--- src/rtl/conv_pkg.sv ---
// Shared sizes, FSM encoding and kernel indexing for the 3x3 line-buffer reader.
package conv_pkg;
  localparam int IMG_WIDTH    = 7;
  localparam int KERNEL_SIZE  = 3;
  localparam int KERNEL_TAPS  = KERNEL_SIZE * KERNEL_SIZE;
  localparam int PIX_WIDTH    = 8;
  localparam int W_WIDTH      = 8;
  localparam int ACC_WIDTH    = 20;
  localparam int ADDR_WIDTH   = 6;
  localparam int PROD_WIDTH   = PIX_WIDTH + 1 + W_WIDTH;
  localparam int DRAIN_CYCLES = 3;

  typedef logic [1:0] state_t;
  localparam logic [1:0] ST_IDLE  = 2'd0;
  localparam logic [1:0] ST_RUN   = 2'd1;
  localparam logic [1:0] ST_DRAIN = 2'd2;

  // Flat tap index shared by the window and kernel vectors: row-major, column 0 oldest.
  function automatic int kidx(input int r, input int c);
    return r * KERNEL_SIZE + c;
  endfunction
endpackage

--- src/rtl/conv_mac9.sv ---
// Combinational 3x3 signed multiply-accumulate: unsigned pixels against signed weights.
module conv_mac9
  import conv_pkg::*;
(
  input  logic [KERNEL_TAPS*PIX_WIDTH-1:0] pix,
  input  logic [KERNEL_TAPS*W_WIDTH-1:0]   kern,
  output logic signed [ACC_WIDTH-1:0]      sum
);
  logic signed [PROD_WIDTH-1:0] prod [KERNEL_TAPS];
  logic signed [ACC_WIDTH-1:0]  ext  [KERNEL_TAPS];

  always_comb begin
    for (int i = 0; i < KERNEL_TAPS; i++) begin
      prod[i] = $signed({1'b0, pix[i*PIX_WIDTH +: PIX_WIDTH]}) *
                $signed(kern[i*W_WIDTH +: W_WIDTH]);
      ext[i]  = {{(ACC_WIDTH-PROD_WIDTH){prod[i][PROD_WIDTH-1]}}, prod[i]};
    end
  end

  // Worst case magnitude 293760 fits 20 bits signed, so no saturation stage.
  assign sum = ((ext[0] + ext[1]) + (ext[2] + ext[3])) +
               ((ext[4] + ext[5]) + (ext[6] + ext[7])) + ext[8];
endmodule

--- src/rtl/conv3x3_reader.sv ---
// Sweeps a three-row line buffer column by column and emits one 3x3 MAC result per window.
// state | meaning
// IDLE  | waiting for i_start; read addresses parked at 0
// RUN   | issuing one column (three row addresses) per cycle
// DRAIN | fixed 3 cycles letting the read and MAC pipeline empty
module conv3x3_reader
  import conv_pkg::*;
(
  input  logic                            i_clk,
  input  logic                            i_rst_n,
  input  logic                            i_start,
  input  logic [KERNEL_TAPS*W_WIDTH-1:0]  i_kernel,
  output logic [3*ADDR_WIDTH-1:0]         o_r_addrs,
  input  logic [3*PIX_WIDTH-1:0]          i_r_data,
  output logic                            o_busy,
  output logic                            o_valid,
  output logic [ACC_WIDTH-1:0]            o_result,
  output logic                            o_done
);
  localparam int COL_W = $clog2(IMG_WIDTH);
  localparam logic [COL_W-1:0] COL_LAST   = COL_W'(IMG_WIDTH - 1);
  localparam logic [COL_W-1:0] COL_FIRST  = COL_W'(KERNEL_SIZE - 1);
  localparam logic [1:0]       DRAIN_LAST = 2'(DRAIN_CYCLES - 1);

  state_t                           state;
  logic [COL_W-1:0]                 col;
  logic [1:0]                       drain_cnt;
  logic [KERNEL_TAPS*W_WIDTH-1:0]   kern;
  logic                             rd_vld;
  logic [COL_W-1:0]                 rd_col;
  logic [KERNEL_TAPS*PIX_WIDTH-1:0] win;
  logic                             win_full;
  logic                             win_last;
  logic signed [ACC_WIDTH-1:0]      mac_sum;

  always_ff @(posedge i_clk or negedge i_rst_n) begin
    if (!i_rst_n) begin
      state     <= ST_IDLE;
      col       <= '0;
      drain_cnt <= '0;
      kern      <= '0;
    end else begin
      case (state)
        ST_IDLE: if (i_start) begin
          kern  <= i_kernel;
          col   <= '0;
          state <= ST_RUN;
        end
        ST_RUN: begin
          col <= col + 1'b1;
          if (col == COL_LAST) begin
            drain_cnt <= '0;
            state     <= ST_DRAIN;
          end
        end
        ST_DRAIN: begin
          drain_cnt <= drain_cnt + 1'b1;
          if (drain_cnt == DRAIN_LAST) state <= ST_IDLE;
        end
        default: state <= ST_IDLE;
      endcase
    end
  end

  always_comb begin
    o_r_addrs = '0;
    if (state == ST_RUN)
      for (int p = 0; p < 3; p++)
        o_r_addrs[p*ADDR_WIDTH +: ADDR_WIDTH] = ADDR_WIDTH'(p * IMG_WIDTH) + ADDR_WIDTH'(col);
  end

  assign o_busy = (state != ST_IDLE);

  // Read data lags its address by one cycle, so the issue flag and column ride along with it.
  always_ff @(posedge i_clk or negedge i_rst_n) begin
    if (!i_rst_n) begin
      rd_vld   <= 1'b0;
      rd_col   <= '0;
      win      <= '0;
      win_full <= 1'b0;
      win_last <= 1'b0;
    end else begin
      rd_vld   <= (state == ST_RUN);
      rd_col   <= col;
      win_full <= rd_vld && (rd_col >= COL_FIRST);
      win_last <= rd_vld && (rd_col == COL_LAST);
      if (rd_vld) begin
        for (int r = 0; r < KERNEL_SIZE; r++) begin
          win[kidx(r, 0)*PIX_WIDTH +: PIX_WIDTH] <= win[kidx(r, 1)*PIX_WIDTH +: PIX_WIDTH];
          win[kidx(r, 1)*PIX_WIDTH +: PIX_WIDTH] <= win[kidx(r, 2)*PIX_WIDTH +: PIX_WIDTH];
          win[kidx(r, 2)*PIX_WIDTH +: PIX_WIDTH] <= i_r_data[r*PIX_WIDTH +: PIX_WIDTH];
        end
      end
    end
  end

  conv_mac9 u_mac (
    .pix  (win),
    .kern (kern),
    .sum  (mac_sum)
  );

  always_ff @(posedge i_clk or negedge i_rst_n) begin
    if (!i_rst_n) begin
      o_valid  <= 1'b0;
      o_done   <= 1'b0;
      o_result <= '0;
    end else begin
      o_valid <= win_full;
      o_done  <= win_last;
      if (win_full) o_result <= mac_sum;
    end
  end
endmodule
--- config.mk ---
export PLATFORM = sky130hd
export DESIGN_NAME = conv3x3_reader
export DESIGN_NICKNAME = d
export VERILOG_FILES = /design/src/rtl/conv_pkg.sv /design/src/rtl/conv_mac9.sv /design/src/rtl/conv3x3_reader.sv
export SDC_FILE = /design/constraint.sdc
export NUM_CORES = 2
export LEC_CHECK = 0
export CAP_MARGIN = 20
export CORE_ASPECT_RATIO = 1.4
export CORE_MARGIN = 3
export CORE_UTILIZATION = 45
export CTS_CLUSTER_SIZE = 12
export DETAILED_ROUTE_END_ITERATION = 7
export PLACE_DENSITY_LB_ADDON = 0.15
export SYNTH_ARGS = -nofsm -noshare
export SYNTH_HDL_FRONTEND = slang
export SYNTH_SLANG_ARGS = --single-unit
--- constraint.sdc ---
create_clock -name i_clk -period 8.8 [get_ports i_clk]
set_clock_uncertainty 0.15 [all_clocks]
set_input_delay 0.88 -clock i_clk [delete_from_list [all_inputs] [get_ports i_clk]]
set_output_delay 0.88 -clock i_clk [all_outputs]
set_load 0.005 [all_outputs]
======== Yosys cells after proc, flatten, opt, wreduce, memory -nomap -nowiden ========
Cells that the tools add are included.
storage, ports and cells
  register bits after elaboration ......... 179
  bits of input ports ..................... 99
  output and inout port bits .............. 41
cells by class
  add/sub/neg operators ................... 12
  $mul .................................... 9
  $lt $le $gt $ge ......................... 1
  equal/unequal tests ..................... 8
  muxes and demuxes ....................... 9
  reduce and logical (&&, ||, !) cells .... 10
operators by type and width
  kind                 number
  $mul 9x8->17         9
  $add 17x17->18       4
  $add 20x20->20       3
  $add 20x17->20       1
  $mux 17              1
  $mux 2               4
  $eq 3x3->1 const B   2
  $ne 2x2->1 const B   3
  $pmux 2 s3           1
  $pmux 3 s2           1
  $reduce_and 2->1     3
  $reduce_bool 2->1    3
  $add 4x3->5 const A  1
  $add 3x3->4 const A  1
  $eq 2x2->1 const B   2
  $pmux 2 s2           1
  $add 3x1->3 const B  1
  $ge 3x2->1 const B   1
  $mux 3               1
  $reduce_and 3->1     1
  $add 2x1->2 const B  1
  $eq 2x1->1 const B   1
  $logic_and 1x1->1    2
  $logic_not 2->1      1

======== Depth between registers and ports, before layout ========
  depth after elaboration ................. 5
  mapped depth ............................ 38
  gate-level depth less buffers ........... 36

======== Modules after synthesis ========
A second synthesis with hierarchy kept.
second synthesis, totals
  cell total of the unflattened synthesis .. 2676
  area, all modules ....................... 28347.2 sq um
by module, submodules not included
  module          instances  cells an instance  area each (sq um)  seq. area each (sq um)
  conv_mac9       1          2259               21518.1            0.0
  conv3x3_reader  1          417                6829.0             4479.3

======== Worst setup path before layout ========
OpenSTA, ideal clock, no wires.
  path kind ............................... register to register
  start point ............................. reg win[37]
  end point ............................... reg o_result[19]
  setup time .............................. 0.125 ns
  data arrival time ....................... 9.214 ns
  setup slack ............................. -0.689 ns
  cell stages (with the launch flop) ...... 37
  cells stage by stage .................... dfrtp_1 -> clkbuf_1 -> and2_1 -> fa_1 -> inv_1 -> fa_1 -> inv_1 -> fa_1 -> fa_1 -> fa_1 -> inv_1 -> fa_1 -> inv_1 -> ha_1 -> o21a_1 -> o31a_1 -> o31a_1 -> o31a_1 -> or4_1 -> nand3_1 -> fa_1 -> ha_1 -> inv_1 -> fa_1 -> inv_1 -> fa_1 -> inv_1 -> fa_1 -> inv_1 -> ha_1 -> clkbuf_1 -> nand4_1 -> or2_1 -> nor3_1 -> a21oi_1 -> xnor2_1 -> mux2_2
on the way
  longest elaborated chain between the ends .. 5
ends and longest elaborated chain
  element                            RTL line               RTL
  from (decl)                        conv3x3_reader.sv:31   logic [KERNEL_TAPS*PIX_WIDTH-1:0] win;
  from (signal, indexed assignment)  conv3x3_reader.sv:89   win[kidx(r, 0)*PIX_WIDTH +: PIX_WIDTH] <= win[kidx(r, 1)*PIX_WIDTH +: PIX_WIDTH];
  from (signal, indexed assignment)  conv3x3_reader.sv:90   win[kidx(r, 1)*PIX_WIDTH +: PIX_WIDTH] <= win[kidx(r, 2)*PIX_WIDTH +: PIX_WIDTH];
  from (signal, indexed assignment)  conv3x3_reader.sv:91   win[kidx(r, 2)*PIX_WIDTH +: PIX_WIDTH] <= i_r_data[r*PIX_WIDTH +: PIX_WIDTH];
  $mul 9x8->17                       conv_mac9.sv:14        prod[i] = $signed({1'b0, pix[i*PIX_WIDTH +: PIX_WIDTH]}) *
  $add 17x17->18                     conv_mac9.sv:22        ((ext[4] + ext[5]) + (ext[6] + ext[7])) + ext[8];
  $add 20x20->20                     conv_mac9.sv:22
  $add 20x20->20                     conv_mac9.sv:21        assign sum = ((ext[0] + ext[1]) + (ext[2] + ext[3])) +
  $add 20x17->20                     conv_mac9.sv:22
  to (signal assigned)               conv3x3_reader.sv:111  if (win_full) o_result <= mac_sum;
  to (decl)                          conv3x3_reader.sv:17   output logic [ACC_WIDTH-1:0] o_result,
No other way between the ends.
A chain may end at the register's enable or synchronous reset.

======== Worst setup path after layout ========
  start point ............................. reg kern[33]
  end point ............................... reg o_result[17]
on the way
  longest elaborated chain between the ends .. 5
ends and longest elaborated chain
  element                 RTL line              RTL
  from (decl)             conv3x3_reader.sv:28  logic [KERNEL_TAPS*W_WIDTH-1:0] kern;
  from (signal assigned)  conv3x3_reader.sv:45  kern <= i_kernel;
  $mul 9x8->17            conv_mac9.sv:14
  $add 17x17->18          conv_mac9.sv:22
  $add 20x20->20          conv_mac9.sv:22
  $add 20x20->20          conv_mac9.sv:21
  $add 20x17->20          conv_mac9.sv:22
No other way between the ends.

==> results.sh <==
export IMPL_status="finished, violations left"
export IMPL_failed_checks="negative setup slack"
export IMPL_core_area_um2=65600
export IMPL_drc=0
export IMPL_hold_viol_final=0
export IMPL_worst_slew_pin_transition_ns=0.897
export IMPL_yosysWarnings=0
export IMPL_place_hpwl_mm=69.7
export IMPL_cp_arrival_ns=9.52
export IMPL_start_util=0.454
export IMPL_synth_async_reset_ratio=1.00
export IMPL_finalWirelength_mm=82.3
export IMPL_grt_pass1_wl_mm=134
export IMPL_cts_buffers_inserted=17
export IMPL_hold_path_class="in -> async"
export IMPL_syn_avg_cell_area_um2=9.67
export IMPL_timing_fmax_mhz=108
export IMPL_die_w_um=223
export IMPL_cts_max_level=4
export IMPL_drtAntennaViolNets=0
export IMPL_cts_sinks=179
export IMPL_worst_r2r_endpoint="o_result[17]$_DFFE_PN0P_"
export IMPL_area_delta_synth_final_pct=23.8
export IMPL_reg2reg_slack_ns=-0.48
export IMPL_ys_seq_elements=179
export IMPL_critPathMostFrequentCell="fa_1"
export IMPL_die_area_um2=69400
export IMPL_rsz0062_at_grt="yes"
export IMPL_fp_dieH_um=310
export IMPL_fillCellCount=5956
export IMPL_place_congestion=0.910
export IMPL_max_cap_violations=0
export IMPL_routedWlPerCell_um=18.5
export IMPL_nets=4535
export IMPL_cp_start_kind="flop"
export IMPL_finalSetupViolCount=10
export IMPL_max_clock_path_buffers=2
export IMPL_critPathCaptureType="flop"
export IMPL_fin_crit_ns=9.28
export IMPL_numPortBuffers=133
export IMPL_setup_ws_ns=-0.477
export IMPL_io_pins=140
export IMPL_synth_cells=3081
export IMPL_fin_crit_sh=1.05
export IMPL_fin_area_um2=36900
export IMPL_r2r_start="kern[33]$_DFFE_PN0P_"
export IMPL_vias_per_cell=4.97
export IMPL_tritoncts="done"
export IMPL_synth_cell_type_count=65
export IMPL_yosysSeqAreaShare=0.150
export IMPL_grt_ovfl_total=0
export IMPL_crit_path_max_incr_delay_ns=0.55
export IMPL_dr_pass1_iters=5
export IMPL_row_count=111
export IMPL_netlist_area_um2=29800
export IMPL_relSlewSlack=0.402
export IMPL_cp_max_fo=4
export IMPL_crit_start="kern[33]$_DFFE_PN0P_"
export IMPL_grt_antenna_before_repair=1
export IMPL_critPathKind="reg -> reg"
export IMPL_vias=22100
export IMPL_cts_root_buffer="clkbuf_16"
export IMPL_grt_pass1_vias=25300
export IMPL_dpl_cell_area_um2=34800
export IMPL_drive_above_1_share=0.227
export IMPL_clock_latency_ns=0.51
export IMPL_synth_edf_count=0
export IMPL_instances_no_fill=4440
export IMPL_grt_max_degree=68
export IMPL_clk_pin_slew_worst_paths_ns=0.08
export IMPL_cpMaxStageDelayCell="fa_1"
export IMPL_grt_use_total=0.250
export IMPL_drt_iter0_drc=854
export IMPL_hold_slack_ns=0.209
export IMPL_dp_worst_setup_slack_ns=-0.685
export IMPL_synthFlopType="dfrtp_1"
export IMPL_critPathRequiredTime_ns=9.04
export IMPL_slew_violations=0
export IMPL_dp_cells=4367
export IMPL_reg2reg_depth=35
critical path: cells and delay by family, from the launching register on:
kind | cells | cell delay, ns
fa+ha+maj | 13 | 5.70
compound gates | 7 | 1.24
simple gates | 4 | 0.72
buf+inv | 9 | 0.56
flops | 1 | 0.41
mux | 1 | 0.25
xor+xnor | 1 | 0.13
cell usage in the layout (no fill, tap or decap), drive strengths merged, types with 4 or more instances in the layout:
| cell | Yosys | layout |
|---|---|---|
| nor3 | 18 | 18 |
| a41oi | 4 | 4 |
| inv | 776 | 785 |
| o31a | 5 | 5 |
| a211oi | 10 | 10 |
| ha | 359 | 359 |
| o21ai | 52 | 52 |
| a21oi | 58 | 58 |
| dfrtp | 179 | 179 |
| xor2 | 27 | 27 |
| buf | 13 | 427 |
| o21bai | 5 | 5 |
| a31o | 4 | 4 |
| nor2 | 91 | 91 |
| nand3 | 11 | 11 |
| xnor2 | 43 | 43 |
| nand2 | 225 | 225 |
| fa | 498 | 498 |
| a311oi | 4 | 4 |
| clkbuf | 73 | 20 |
| nand2b | 38 | 38 |
| nand4 | 8 | 8 |
| o21a | 14 | 14 |
| clkdlybuf4s50 | 0 | 132 |
| o31ai | 4 | 4 |
| conb | 1 | 6 |
| o211ai | 8 | 8 |
| a21o | 34 | 34 |
| mux2 | 146 | 146 |
| nor2b | 11 | 11 |
| and2 | 316 | 316 |
| and3 | 4 | 4 |
Yosys cell counts (3+ instances only):
cell | number | area [um2]
a211oi_1 | 10 | 75.1
a21o_1 | 33 | 248
a21oi_1 | 58 | 290
a31o_1 | 3 | 26.3
a41oi_1 | 4 | 35.0
and2_1 | 316 | 1980
and3_1 | 4 | 25.0
buf_2 | 6 | 30.0
buf_4 | 7 | 52.6
clkbuf_1 | 73 | 274
dfrtp_1 | 179 | 4480
fa_1 | 498 | 9970
ha_1 | 359 | 4490
inv_1 | 776 | 2910
mux2_2 | 146 | 1640
nand2_1 | 225 | 845
nand2b_1 | 38 | 238
nand3_1 | 11 | 55.1
nand4_1 | 8 | 50.1
nor2_1 | 91 | 342
nor2b_1 | 10 | 62.6
nor3_1 | 18 | 90.1
o211ai_1 | 8 | 60.1
o21a_1 | 13 | 97.6
o21ai_0 | 39 | 195
o21ai_1 | 13 | 65.1
o21bai_1 | 5 | 37.5
o22ai_1 | 3 | 18.8
o31a_1 | 5 | 43.8
o31ai_1 | 4 | 30.0
or3_1 | 3 | 18.8
xnor2_1 | 43 | 377
xor2_1 | 27 | 236
routing by layer:
metal  vias up  part of all wire  global-route usage  wire length, um
li1      10300                 -                   -                -
met1     11300              0.38               0.280            31300
met2       303              0.56               0.486            45800
met3       132             0.021              0.0231             1710
met4         0             0.042               0.101             3480
met5         -                 0                   0                0
metrics by stage:
stage / TNS, ns / util
finish: -2.57 / 0.562
global route: -6.00 / 0.562
CTS: -2.90 / 0.555
detailed placement: -5.47 / 0.531
global placement: -5.08 / 0.531
floorplan: -1.57 / -
logic make-up after synthesis:
family	share of synthesized area
buffers and inverters	0.110
and+or+nand+nor	0.129
xor gates and xnor gates	0.0206
AOI/OAI and AO/OA	0.0497
other	0.000126
DFF	0.150
adders and majority gates	0.485
muxes	0.0552
sequential cells by signal (all words and copies together) (netlist names), 2 cells and up:
register and count:
win 72, kern 72, state 2, drain_cnt 2
rd_col 3, col 3, o_result 20
how the worst max path moves through the flow:
stage                                    end  slack (ns)
floorplan           o_result[19]$_DFFE_PN0P_       -0.41
global placement    o_result[19]$_DFFE_PN0P_       -0.65
detailed placement  o_result[19]$_DFFE_PN0P_       -0.68
CTS                 o_result[17]$_DFFE_PN0P_       -0.49
global route        o_result[17]$_DFFE_PN0P_       -0.82
finish              o_result[17]$_DFFE_PN0P_       -0.48
final cells by class:
cell class                      instances  area, um2  area share
Clock buffer                           19        433      0.0117
Timing Repair Buffer                  560       4680       0.127
Multi-Input combinational cell       2043      23100       0.627
Antenna cell                            1       2.50   0.0000679
Sequential cell                       179       4500       0.122
Tap cell                              847       1060      0.0287
Clock inverter                         13        160     0.00434
Inverter                              778       2920      0.0792
what timing repair did:
item,in CTS,in global routing
pin swaps,81,75
gates resized for setup,172,89
setup endpoints to repair,12,13
hold buffers,0,0
buffers inserted,31,12
Power is not shown: default switching activity piles up to over one toggle a cycle in this logic, so the estimate is an artifact.
